$ cat config.mk
export PLATFORM = sky130hd
export DESIGN_NAME = csr_issue
export DESIGN_NICKNAME = d
export VERILOG_FILES = /design/src/rtl/csr_issue_pkg.sv /design/src/rtl/csr_issue_fifo.sv /design/src/rtl/gen_dffr.sv /design/src/rtl/csr_issue.sv
export SDC_FILE = /design/constraint.sdc
export NUM_CORES = 1
export LEC_CHECK = 0
export ABC_CLOCK_PERIOD_IN_PS = 2830
export CAP_MARGIN = 10
export CORE_ASPECT_RATIO = 1.1
export CORE_MARGIN = 5
export CORE_UTILIZATION = 30
export DETAILED_ROUTE_END_ITERATION = 10
export GPL_TIMING_DRIVEN = 0
export PLACE_DENSITY = 0.5
export SYNTH_ARGS = -nofsm -noshare
export SYNTH_HDL_FRONTEND = slang
export SYNTH_HIERARCHICAL = 1
export SYNTH_SLANG_ARGS = --single-unit
$ cat constraint.sdc
create_clock -name CLK -period 2.83 [get_ports CLK]
set_input_delay 0.283 -clock CLK [delete_from_list [all_inputs] [get_ports CLK]]
set_output_delay 0.283 -clock CLK [all_outputs]
set_load 0.05 [all_outputs]
$ cat src/rtl/csr_issue_pkg.sv
// Shared CSR issue/execute definitions: physical register width, dispatch
// payload layout and the issue payload (exeparam) field map used by the
// execute stages.
package csr_issue_pkg;

  // Extra physical-register index bits beyond the 5 architectural ones
  localparam int unsigned RB         = 1;
  localparam int unsigned PRW        = 5 + RB;
  localparam int unsigned OPT_W      = 3;   // {rw, rs, rc}
  localparam int unsigned ZIMM_W     = 5;
  localparam int unsigned CSR_ADDR_W = 12;
  localparam int unsigned XLEN       = 64;

  // Issue payload {rw,rs,rc, rd0, op[63:0], addr}, LSB offsets
  localparam int unsigned EXE_ADDR_LSB    = 0;
  localparam int unsigned EXE_OP_LSB      = EXE_ADDR_LSB + CSR_ADDR_W;
  localparam int unsigned EXE_RD0_LSB     = EXE_OP_LSB + XLEN;
  localparam int unsigned EXE_OPT_LSB     = EXE_RD0_LSB + PRW;
  localparam int unsigned CSR_EXEPARAM_DW = EXE_OPT_LSB + OPT_W;

  // Dispatch payload without the trailing robtag (robtag width is a parameter)
  typedef struct packed {
    logic [OPT_W-1:0]      op_type;
    logic                  imm_sel;
    logic [ZIMM_W-1:0]     zimm;
    logic [PRW-1:0]        rd0;
    logic [PRW-1:0]        rs1;
    logic [CSR_ADDR_W-1:0] addr;
  } csr_info_t;

  localparam int unsigned CSR_INFO_W = $bits(csr_info_t);

endpackage

$ cat src/rtl/csr_issue_fifo.sv
// Circular dispatch FIFO for CSR ops. Pointers carry a wrap bit in the MSB.
// Ports: CLK, RSTn, flush_i (clears pointers), push_i/wdata_i (write tail),
// pop_i (advance head), rdata_o (head entry, combinational),
// empty_o / full_o (decoded from registered pointers).
module csr_issue_fifo #(
  parameter int unsigned DP = 4,
  parameter int unsigned W  = 8
) (
  input  logic         CLK,
  input  logic         RSTn,
  input  logic         flush_i,
  input  logic         push_i,
  input  logic         pop_i,
  input  logic [W-1:0] wdata_i,
  output logic [W-1:0] rdata_o,
  output logic         empty_o,
  output logic         full_o
);

  localparam int unsigned AW = $clog2(DP);
  localparam int unsigned PW = AW + 1;

  logic [PW-1:0] wptr_q, wptr_d;
  logic [PW-1:0] rptr_q, rptr_d;
  logic [W-1:0]  mem_q [DP];
  logic [W-1:0]  mem_d [DP];

  // Pointer update; flush wins over any push/pop
  always_comb begin
    wptr_d = wptr_q;
    rptr_d = rptr_q;
    if (flush_i) begin
      wptr_d = '0;
      rptr_d = '0;
    end else begin
      if (push_i) wptr_d = wptr_q + PW'(1);
      if (pop_i)  rptr_d = rptr_q + PW'(1);
    end
  end

  gen_dffr #(.DW(PW)) u_wptr (.CLK(CLK), .RSTn(RSTn), .dnxt(wptr_d), .qout(wptr_q));
  gen_dffr #(.DW(PW)) u_rptr (.CLK(CLK), .RSTn(RSTn), .dnxt(rptr_d), .qout(rptr_q));

  // Entry write at the tail slot; validity comes from the pointers only
  always_comb begin
    for (int i = 0; i < int'(DP); i++) begin
      mem_d[i] = mem_q[i];
      if (push_i && (wptr_q[AW-1:0] == AW'(i))) mem_d[i] = wdata_i;
    end
  end

  for (genvar g = 0; g < int'(DP); g++) begin : g_ent
    gen_dffr #(.DW(W)) u_ent (.CLK(CLK), .RSTn(RSTn), .dnxt(mem_d[g]), .qout(mem_q[g]));
  end

  assign rdata_o = mem_q[rptr_q[AW-1:0]];
  assign empty_o = (wptr_q == rptr_q);
  assign full_o  = (wptr_q[AW-1:0] == rptr_q[AW-1:0]) && (wptr_q[AW] != rptr_q[AW]);

endmodule

$ cat src/rtl/gen_dffr.sv
// Generic D flip-flop bank with asynchronous active-low reset.
// Ports: CLK, RSTn, dnxt (next value), qout (registered value).
module gen_dffr #(
  parameter int unsigned    DW      = 1,
  parameter logic [DW-1:0]  RST_VAL = '0
) (
  input  logic          CLK,
  input  logic          RSTn,
  input  logic [DW-1:0] dnxt,
  output logic [DW-1:0] qout
);

  always_ff @(posedge CLK or negedge RSTn) begin
    if (!RSTn) qout <= RST_VAL;
    else       qout <= dnxt;
  end

endmodule

$ cat src/rtl/csr_issue.sv
// In-order CSR issue stage: buffers dispatched CSR ops and issues the head
// once it is the oldest ROB entry, its rs1 operand is ready (or it uses zimm)
// and the single-slot CSR execute unit is free.
// Ports: CLK, RSTn, beFlush; dispatch push (dptBuff_csr_vaild/_info,
// csr_buffer_full); operand lookup (csr_rs1_addr -> csr_rs1_rdy/_data);
// rob_oldest_tag; csr_writeback_vaild; registered issue (csr_exeparam_vaild,
// csr_exeparam).
module csr_issue
  import csr_issue_pkg::*;
#(
  parameter int unsigned DP   = 4,
  parameter int unsigned ROBW = 4,
  parameter int unsigned DW   = CSR_EXEPARAM_DW
) (
  input  logic                       CLK,
  input  logic                       RSTn,
  input  logic                       beFlush,
  input  logic                       dptBuff_csr_vaild,
  input  logic [CSR_INFO_W+ROBW-1:0] dptBuff_csr_info,
  output logic                       csr_buffer_full,
  output logic [PRW-1:0]             csr_rs1_addr,
  input  logic                       csr_rs1_rdy,
  input  logic [XLEN-1:0]            csr_rs1_data,
  input  logic [ROBW-1:0]            rob_oldest_tag,
  input  logic                       csr_writeback_vaild,
  output logic                       csr_exeparam_vaild,
  output logic [DW-1:0]              csr_exeparam
);

  localparam int unsigned IW = CSR_INFO_W + ROBW;

  logic                       fifo_full, fifo_empty;
  logic [IW-1:0]              head;
  csr_info_t                  head_info;
  logic [ROBW-1:0]            head_tag;
  logic                       push, issue_ok;
  logic                       inflight_q, inflight_d;
  logic                       vld_q, vld_d;
  logic [DW-1:0]              exe_q, exe_d;
  logic [CSR_EXEPARAM_DW-1:0] exe_nxt;

  assign push = dptBuff_csr_vaild & ~fifo_full & ~beFlush;

  csr_issue_fifo #(.DP(DP), .W(IW)) u_fifo (
    .CLK     (CLK),
    .RSTn    (RSTn),
    .flush_i (beFlush),
    .push_i  (push),
    .pop_i   (issue_ok),
    .wdata_i (dptBuff_csr_info),
    .rdata_o (head),
    .empty_o (fifo_empty),
    .full_o  (fifo_full)
  );

  assign head_tag  = head[ROBW-1:0];
  assign head_info = csr_info_t'(head[IW-1:ROBW]);

  assign csr_buffer_full = fifo_full;
  assign csr_rs1_addr    = fifo_empty ? '0 : head_info.rs1;

  // A writeback this cycle frees the execute slot for a back-to-back issue
  assign issue_ok = ~fifo_empty & (head_tag == rob_oldest_tag)
                  & (head_info.imm_sel | csr_rs1_rdy)
                  & (~inflight_q | csr_writeback_vaild) & ~beFlush;

  // Issue payload assembly
  always_comb begin
    exe_nxt = '0;
    exe_nxt[EXE_ADDR_LSB +: CSR_ADDR_W] = head_info.addr;
    exe_nxt[EXE_OP_LSB   +: XLEN]       = head_info.imm_sel ? XLEN'(head_info.zimm) : csr_rs1_data;
    exe_nxt[EXE_RD0_LSB  +: PRW]        = head_info.rd0;
    exe_nxt[EXE_OPT_LSB  +: OPT_W]      = head_info.op_type;
  end

  // Execute-slot occupancy, strobe and held payload
  always_comb begin
    inflight_d = inflight_q;
    vld_d      = issue_ok;
    exe_d      = exe_q;
    if (beFlush) begin
      inflight_d = 1'b0;
    end else if (issue_ok) begin
      inflight_d = 1'b1;
      exe_d      = DW'(exe_nxt);
    end else if (csr_writeback_vaild) begin
      inflight_d = 1'b0;
    end
  end

  gen_dffr #(.DW(1))  u_inflight (.CLK(CLK), .RSTn(RSTn), .dnxt(inflight_d), .qout(inflight_q));
  gen_dffr #(.DW(1))  u_vld      (.CLK(CLK), .RSTn(RSTn), .dnxt(vld_d),      .qout(vld_q));
  gen_dffr #(.DW(DW)) u_exe      (.CLK(CLK), .RSTn(RSTn), .dnxt(exe_d),      .qout(exe_q));

  assign csr_exeparam_vaild = vld_q;
  assign csr_exeparam       = exe_q;

endmodule

* Word-level counts from Yosys, hierarchy flattened
Index checks and enable logic that the tools add are counted.
** Storage, ports and cells
- Output and inout port bits :: 93
- Flip-flop bits (word level) :: 241
** Cells by class
- Equality and inequality tests :: 7
- Bitwise logic cells :: 13
- Reductions and logical operators :: 10
- Multiplexer cells :: 12
- Add/subtract/negate cells :: 2
- Order comparisons :: 1
** Operators with widths (count)
- $bmux W37 S2 :: 1
- $mux W37 :: 2
- $mux W64 :: 1
- $mux W3 :: 4
- $add A3 B1 Y3 const B :: 2
- $and A1 B1 Y1 :: 6
- $mux W6 :: 1
- $logic_and A1 B1 Y1 :: 5
- $eq A2 B2 Y1 const B :: 2
- $eq A4 B4 Y1 :: 1
- $not A1 Y1 :: 4
- $reduce_bool A2 Y1 :: 2
- $eq A3 B3 Y1 :: 1
- $ge A3 B3 Y1 const B :: 1
- $mux W1 :: 3
- $not A2 Y3 :: 1
- $reduce_bool A3 Y1 :: 1
- $eq A2 B1 Y1 const B :: 1
- $eq A2 B2 Y1 :: 1
- $logic_not A2 Y1 :: 1
- $or A1 B1 Y1 :: 2
- $reduce_and A2 Y1 :: 1
- $ne A1 B1 Y1 :: 1

* Depth between registers and ports, before layout
Gate-level depths: netlist of run 1.
- Depth in word-level cells :: 11
- Mapped depth :: 9
- Depth with buffers taken out :: 7

* Cells and area by module
The synthesis of run 1 kept the hierarchy.
** By module, submodules not included
- gen_dffr (u_fifo.g_ent[0].u_ent ...) :: cells each 37, area an instance 925.9 um^2, times used 4
- csr_issue_fifo :: cells each 236, area an instance 3554.7 um^2, times used 1
- gen_dffr (u_exe) :: cells each 85, area an instance 2127.0 um^2, times used 1
- csr_issue :: cells each 182, area an instance 1597.8 um^2, times used 1
- gen_dffr (u_fifo.u_rptr ...) :: cells each 3, area an instance 75.1 um^2, times used 2
- gen_dffr (u_inflight ...) :: cells each 1, area an instance 25.0 um^2, times used 2

* Least setup slack after synthesis of run 1
Ideal clock, no wire load.
- Path kind :: register to register
- Start point :: reg u_fifo.u_rptr.qout[1]
- End point :: reg u_fifo.g_ent[0].u_ent.qout[0]
- Required time :: 2.705 ns
- Clock period less this slack :: 3.030 ns
- Path buffers :: 3
- Data arrival time :: 2.905 ns
- Slack :: -0.200 ns
- Cell stages (with the launch flop) :: 9
- Cells stage by stage :: dfrtp_1 > buf_2 > xor2_1 > nor3_1 > nor3b_1 > buf_12 > nand2_8 > buf_12 > mux2_4
** On the way
- Cells in the longest elaborated chain, start to end :: 6
** Ends and longest elaborated chain
- start, declared :: RTL line gen_dffr.sv:10 : output logic [DW-1:0] qout
- start signal, assigned :: RTL line gen_dffr.sv:15 : else qout <= dnxt;
- $eq A2 B2 Y1 :: RTL line csr_issue_fifo.sv:58 : assign full_o = (wptr_q[AW-1:0] == rptr_q[AW-1:0]) && (wptr_q[AW] != rptr_q[AW]);
- $logic_and A1 B1 Y1 :: RTL line csr_issue_fifo.sv:58
- net csr_buffer_full :: RTL line csr_issue.sv:20 : output logic csr_buffer_full,
- $not A1 Y1 :: RTL line csr_issue.sv:42 : assign push = dptBuff_csr_vaild & ~fifo_full & ~beFlush;
- $and A1 B1 Y1 (2 in a row) :: RTL line csr_issue.sv:42
- net push :: RTL line csr_issue.sv:36 : logic push, issue_ok;
- $logic_and A1 B1 Y1 :: RTL line csr_issue_fifo.sv:48 : if (push_i && (wptr_q[AW-1:0] == AW'(i))) mem_d[i] = wdata_i;
- end signal, assigned :: RTL line gen_dffr.sv:15
- end, declared :: RTL line gen_dffr.sv:10
The timed path passes the listed nets, and every way through them passes these cells.
A chain may end at the register's enable or synchronous reset.

* Worst setup path in the final report of run 1
- Start point :: reg u_fifo.u_rptr.qout[0]
- End point :: out csr_rs1_addr[1]
** On the way
- Cells in the longest elaborated chain, start to end :: 5
- Elaborated cells between the ends (all ways) :: 6
- Those cells by class :: eq/ne: 1; mux: 4; bitwise: 1
** Ends and longest elaborated chain
- $not A2 Y3 (not written as such) :: RTL line csr_issue_fifo.sv:56 : assign rdata_o = mem_q[rptr_q[AW-1:0]];
- $bmux W37 S2 :: RTL line csr_issue_fifo.sv:56
- $mux W37 (not written as such) (2 in a row) :: RTL line csr_issue_fifo.sv:56
- net head[17] :: RTL line csr_issue.sv:33 : logic [IW-1:0] head;
- $mux W6 :: RTL line csr_issue.sv:60 : assign csr_rs1_addr = fifo_empty ? '0 : head_info.rs1;
- end, declared :: RTL line csr_issue.sv:21 : output logic [PRW-1:0] csr_rs1_addr,
The timed path passes the listed nets, and every way through them passes these cells. The select of a mux whose other input is x is not followed.

==> results of run 1 <==
## Yosys cell counts, drive strengths merged
library cell,count
dfrtp,241
mux2,238
nor2b,66
mux4,37
buf,31
xnor2,7
clkbuf,6
ha,5
nor2,5
nand2,4
a21bo,2
a21oi,2
inv,2
mux2i,2
nand3b,2
nor3,2
nor3b,2
xor2,2
nand4,1
o21ai,1
o21ba,1
## kinds of logic after synthesis
group,count (synthesis)
multiplexers,277
XOR/XNOR,9
AND/OR/NAND/NOR,82
AO/OA/AOI/OAI,6
adder cells (fa/ha/maj),5
flip-flops,241
buffers and inverters,39
## power by group through the flow
stage	Combinational [mW]	Sequential, mW	Clock [mW]
global route	3.49	4.64	3.98
CTS	3.36	4.55	3.85
finish	3.30	4.55	3.70
global placement	3.30	4.60	0
floorplan	1.28	5.49	0
detailed placement	3.34	4.59	0
## sequential cells by signal (all words and copies together) (netlist names)
register / flops
u_exe/qout: 85
u_fifo/u_rptr/qout: 3
u_inflight/qout: 1
u_fifo/u_wptr/qout: 3
u_vld/qout: 1
u_fifo/g_ent.u_ent/qout: 148
## critical path, stage by stage, from the launching register on
cell and delay [ns]:
dfrtp_2 0.45, buf_4 0.14, buf_4 0.24, mux4_2 0.53
nor2b_1 0.17, clkdlybuf4s15_2 0.34
## layer usage
layer / up-vias / global-route usage / share of wire
met3: 32 / 0.03122 / 0.054
met4: 4 / 0.02789 / 0.017
li1: 2840 / - / -
met1: 3219 / 0.1796 / 0.47
met5: - / 0 / 0.0010
met2: 167 / 0.2085 / 0.46
## cell usage in the layout (no fill, tap or decap), types with 2 or more instances in the layout
cell type	synthesis	routed
mux2_1	30	30
ha_1	5	5
buf_2	7	2
inv_1	2	2
nand3b_1	2	2
xnor2_2	0	2
buf_12	13	15
mux2i_1	2	2
nor2_1	5	5
mux4_2	37	37
a21oi_1	2	2
buf_16	0	2
mux2_2	88	88
nand2_8	4	4
clkbuf_8	0	5
mux2_4	120	120
a21bo_2	2	2
xor2_1	2	2
buf_4	8	16
xnor2_1	7	5
clkdlybuf4s15_2	0	6
bufinv_16	0	2
clkbuf_16	0	29
nor2b_1	66	66
clkbuf_1	6	7
clkdlybuf4s50_1	0	195
dfrtp_1	241	240
buf_8	0	5
clkinv_2	0	12
## layout make-up
type	count	area, sq um
Sequential cell	241	6032
Timing Repair Buffer	214	2181
Clock inverter	17	147.6
Inverter	2	7.507
Buffer	34	437.9
Clock buffer	37	805.8
Tap cell	494	618.1
Fill cell	3446	22040
Multi-Input combinational cell	379	4765
## through the flow
| stage | setup WS [ns] | power, mW | instances |
|---|---|---|---|
| floorplan | 0.2952 | 6.765 | 659 |
| global placement | -9.759 | 7.903 | 1356 |
| detailed placement | -0.6660 | 7.935 | 1359 |
| CTS | 0.02581 | 11.75 | 1418 |
| global route | 0.008813 | 12.10 | 1418 |
| finish | 0.1249 | 11.55 | 1418 |
## final timing paths
check / endpoint / slack [ns] / startpoint / cells past startpoint
max: csr_rs1_addr[1] / 0.12 / u_fifo/u_rptr/qout[0] / 5
max in group asynchronous: u_fifo/g_ent[0].u_ent/qout[0] / 1.59 / RSTn / 3
min in group CLK: u_fifo/g_ent[1].u_ent/qout[36] / 0.44 / dptBuff_csr_info[36] / 2
max reg2reg: u_exe/qout[48] / 0.16 / u_fifo/u_rptr/qout[0] / 9
min reg2reg: u_exe/qout[74] / 0.48 / u_exe/qout[74] / 1
min: u_exe/qout[19] / 0.27 / RSTn / 2
## repair_timing
| action | CTS | global route |
|---|---|---|
| endpoints found under the setup margin | 97 | 36 |
| setup buffers | 7 | 0 |
| resized for setup | 31 | 6 |
| hold endpoints to repair | 63 | 0 |
| hold buffers | 1 | 0 |
| pin swaps | 2 | 2 |
==> flow_summary_export.csv, run 1 <==
group,metric,value,unit
synthesis,ys_seq_area_frac,0.5393,
synthesis,synth_nets,775,
run_status,outcome,"completed",
synthesis,synth_top_area_cell,"dfrtp_1",
routing,first_iter_violations,170,
placement,hpwlAfterDp,18000,um
cells_and_area,syn_to_final_growth,34.08,%
grt,grt_pass1_vias,6990,
cells_and_area,diodes,0,
clock_tree,clk_pin_slew,0.06,ns
setup_path,crit_required,2.55,ns
sta,worstMarginPinSlew,0.5893,ns
floorplanning,rows,74,
synthesis,muxShareOfSynthArea,0.3562,
min_path,hold_class,"in2async",
grt,grt_overflow,0,
synthesis,synth-simple-area-share,0.05035,
sta,maxSlewHeadroom,0.6059,
clock_tree,clkLatencyLatePin,0.56,ns
synthesis,synth.top_cell.area_share,0.5393,
pwr,swShare,0.3096,
cells_and_area,final_util,0.4049,
sta,period_needed,2.705,ns
synthesis,synth_top_family_by_area,"multiplexers",
grt,grt_pass1_wl,42490,um
synthesis,synth_fa_ha_area_frac,0.005594,
synthesis,synthTopCellsByArea,"dfrtp_1 54%, mux2_4 16%, mux2_2 8.9%",
setup_path,startpoint_type,"flop",
floorplanning,start_util,0.3020,
synthesis,synth_compound_area_frac,0.004028,
grt,grt_max_degree,108,
sta,fmax,369.7,MHz
grt,track_usage,0.1294,
pwr,p_per_area,770.0,mW/mm^2
synthesis,syn_inst,659,
placement,gp_congestion,0.7174,
pwr,power.internal,7.971,mW
sta,hold_viol,0,
routing,vias_per_cell,4.416,
routing,ant_nets,0,
pwr,leakagePower,6.939,nW
synthesis,yosys_warnings,6,
routing,routed_wirelength,27010,um
pwr,p_switching,3.575,mW
placement,postPlaceCellArea,0.01391,sq mm
setup_path,arrival,2.42,ns
setup_path,crit_type,"reg2out",
sta,tns,0,ns
synthesis,synth_area,0.01118,sq mm
floorplanning,num_io_pins,204,
placement,io_buffers,203,
floorplanning,die_area,0.04124,sq mm
cells_and_area,drive_gt1_frac,0.3853,
clock_tree,cts_buffers,29,
sta,fin_crit_sh,0.9559,
synthesis,synth.avg_cell_area,16.97,sq um
synthesis,synth.distinct_cells,27,
synthesis,ys_ff_latch,241,
setup_path,crit_path_end_kind,"output pin",
routing,avgRoutedWirePerCell,19.04,um
sta,final_max_slew_viol_count,0,
routing,vias,6262,
pwr,p_clk_frac,0.320,
clock_tree,cts_buffer_depth,3,
floorplanning,core_area,0.03704,sq mm
sta,fin_skew,0.02804,ns
pwr,p_seq_frac,0.394,
routing,remaining_drc_errors,0,
floorplanning,die_w,194.1,um
sta,finalSetupViolations,0,
clock_tree,cts_tree,"yes",
clock_tree,htreeDepth,1,
floorplanning,fp.dieH,212.5,um
flow_run,maxCapViolCount,0,
cells_and_area,fin_nets,1017,
cells_and_area,final_cell_area,0.01499,sq mm
synthesis,synth_xor_area_frac,0.007049,
grt,antenna_found_initial,2,
setup_path,worstPathMaxFanout,10,
clock_tree,cts.sinks,241,
sta,rsz0062_at_grt,"no",
pwr,ir_drop,0.5043,mV
pwr,pwr-share-comb,0.286,
clock_tree,clockRootBuffer,"clkbuf_16",
sta,whs,0.2713,ns
routing,first_pass_iters,4,
Note: power is estimated with default switching activity, not from simulation.
==> run 2: changes to the inputs <==
Settings changed: TNS_END_PERCENT from default to 50.
==> run 2 against run 1 <==
Against the previous run: maximum frequency about the same; register-to-register slack hardly changed; first-iteration DRC count shrank 1.8%; sequential power barely moved; non-clock buffer count is 2 higher; worst hold slack worse by 0.0030 ns; final area down 0.21%; clock skew barely moved; largest cell class unchanged.
==> flow_summary_export.csv, run 2 (synthesis gave the netlist of run 1 again) <==
group,metric,value,unit
routing,vias_per_cell,4.406,
cells_and_area,regMostFlops,"u_fifo/g_ent.u_ent/qout",
routing,ant_nets,0,
sta,fmax,369.8,MHz
pwr,ir_drop,0.5050,mV
sta,fin_ws,0.1258,ns
routing,remaining_drc_errors,0,
setup_path,crit_type,"reg2out",
routing,routed_wirelength,26970,um
sta,worstMarginPinSlew,0.5889,ns
routing,first_pass_iters,4,
cells_and_area,final_common_cell,"dfrtp_1",
cells_and_area,layout_common_cells,"240 x dfrtp_1, 195 x clkdlybuf4s50_1, 120 x mux2_4",
cells_and_area,syn_to_final_growth,33.80,%
cells_and_area,fin_nets,1019,
floorplanning,rows,74,
grt,antenna_found_initial,2,
setup_path,reg2reg_depth,9,
sta,fin_crit_sh,0.9556,
routing,first_iter_violations,167,
run_status,outcome,"completed",
floorplanning,core_area,0.03704,sq mm
placement,dp_slack,-0.6660,ns
grt,grt_pass1_vias,6992,
sta,period_needed,2.704,ns
placement,hpwlAfterDp,18000,um
sta,whs,0.2684,ns
clock_tree,htreeDepth,1,
clock_tree,cts_buffer_depth,3,
floorplanning,num_io_pins,204,
setup_path,crit_required,2.55,ns
floorplanning,start_util,0.3020,
routing,vias,6257,
clock_tree,clkLatencyLatePin,0.56,ns
sta,fin_skew,0.02808,ns
cells_and_area,drive_gt1_frac,0.3855,
floorplanning,fp.dieH,212.5,um
floorplanning,die_area,0.04124,sq mm
clock_tree,cts_tree,"yes",
sta,final_max_slew_viol_count,0,
floorplanning,die_w,194.1,um
grt,grt_overflow,0,
setup_path,worstPathMaxFanout,10,
sta,hold_viol,0,
setup_path,startpoint_type,"flop",
placement,gp_congestion,0.7174,
grt,grt_max_degree,108,
pwr,p_per_area,771.5,mW/mm^2
setup_path,crit_path_end_kind,"output pin",
placement,io_buffers,203,
setup_path,r2r-start,"u_fifo/u_rptr/qout[0]",
clock_tree,clockRootBuffer,"clkbuf_16",
cells_and_area,largest_reg_flops,148,
sta,maxSlewHeadroom,0.6074,
sta,rsz0062_at_grt,"yes",
setup_path,reg2reg_slack,0.15,ns
grt,track_usage,0.1293,
routing,avgRoutedWirePerCell,18.99,um
clock_tree,clk_pin_slew,0.06,ns
min_path,hold_class,"in2async",
sta,finalSetupViolations,0,
clock_tree,cts_buffers,29,
cells_and_area,largestRegisters,"u_fifo/g_ent.u_ent/qout (148), u_exe/qout (85)",
setup_path,arrival,2.42,ns
flow_run,maxCapViolCount,0,
pwr,total_power,11.54,mW
setup_path,r2r_end,"u_exe/qout[48]",
grt,grt_pass1_wl,42460,um
cells_and_area,diodes,0,
pwr,leakagePower,6.946,nW
clock_tree,cts.sinks,241,
## run 2: layout make-up
type                    count  area, sq um
well taps                 494        618.1
plain buffers              36        437.9
clock buffers              37        805.8
fillers                  3444        22070
clock inverters            17        147.6
flip-flops and latches    241         6032
inverters                   2        7.507
multi-input cells         379         4765
repair buffers            214         2150
## run 2: through the flow
stage                     std cells    util  area [sq um]   TNS (ns)
after floorplan                 659       -         11190          0
after global placement         1356  0.3736         13840   -2395.37
after detailed placement       1359  0.3755         13910     -51.91
after CTS                      1420  0.4044         14980    -0.1721
after global routing           1420  0.4040         14960  -0.004249
final                          1420  0.4040         14960          0
## run 2: power breakdown
group	leakage (nW)	internal [mW]	switching [mW]	total [mW]
clock	0.483	2.19	1.51	3.70
combinational	3.30	1.60	1.70	3.30
sequential	3.16	4.17	0.374	4.54
## run 2: worst max path at each step
stage                               start                             to  slack [ns]  depth (start not counted)
floorplan           u_fifo/u_rptr/qout[1]  u_fifo/g_ent[0].u_ent/qout[0]        0.30                          8
global placement                     RSTn                  u_exe/qout[6]       -9.76                          1
detailed placement  u_fifo/u_rptr/qout[0]                 u_exe/qout[48]       -0.67                          8
CTS                 u_fifo/u_rptr/qout[0]                csr_rs1_addr[4]       -0.04                          6
global route        u_fifo/u_rptr/qout[0]                 u_exe/qout[73]      -0.003                          9
finish              u_fifo/u_rptr/qout[0]                csr_rs1_addr[1]        0.13                          5
## run 2: routing by layer
layer | wire length [um] | GRT usage
met5 | 25 | 0
met4 | 455 | 0.02789
met3 | 1505 | 0.03154
met2 | 12270 | 0.2080
met1 | 12710 | 0.1797
## run 2: critical path: stages (launching register included)
cell             delay, ns
dfrtp_2               0.45
buf_4                 0.14
buf_4                 0.24
mux4_2                0.53
nor2b_1               0.17
clkdlybuf4s15_2       0.34
## run 2: timing repair
action	CTS	global route
hold endpoints to repair	63	0
resized for setup	23	11
pin swaps	2	2
buffers inserted	7	0
setup endpoints to repair	97	37
hold buffers	1	0
==> run 3: changes to the inputs <==
Settings changed: SLEW_MARGIN from default to 0.
==> results of run 3 <==
Same layout as run 2: the final DEF is identical, and so are final timing and power.
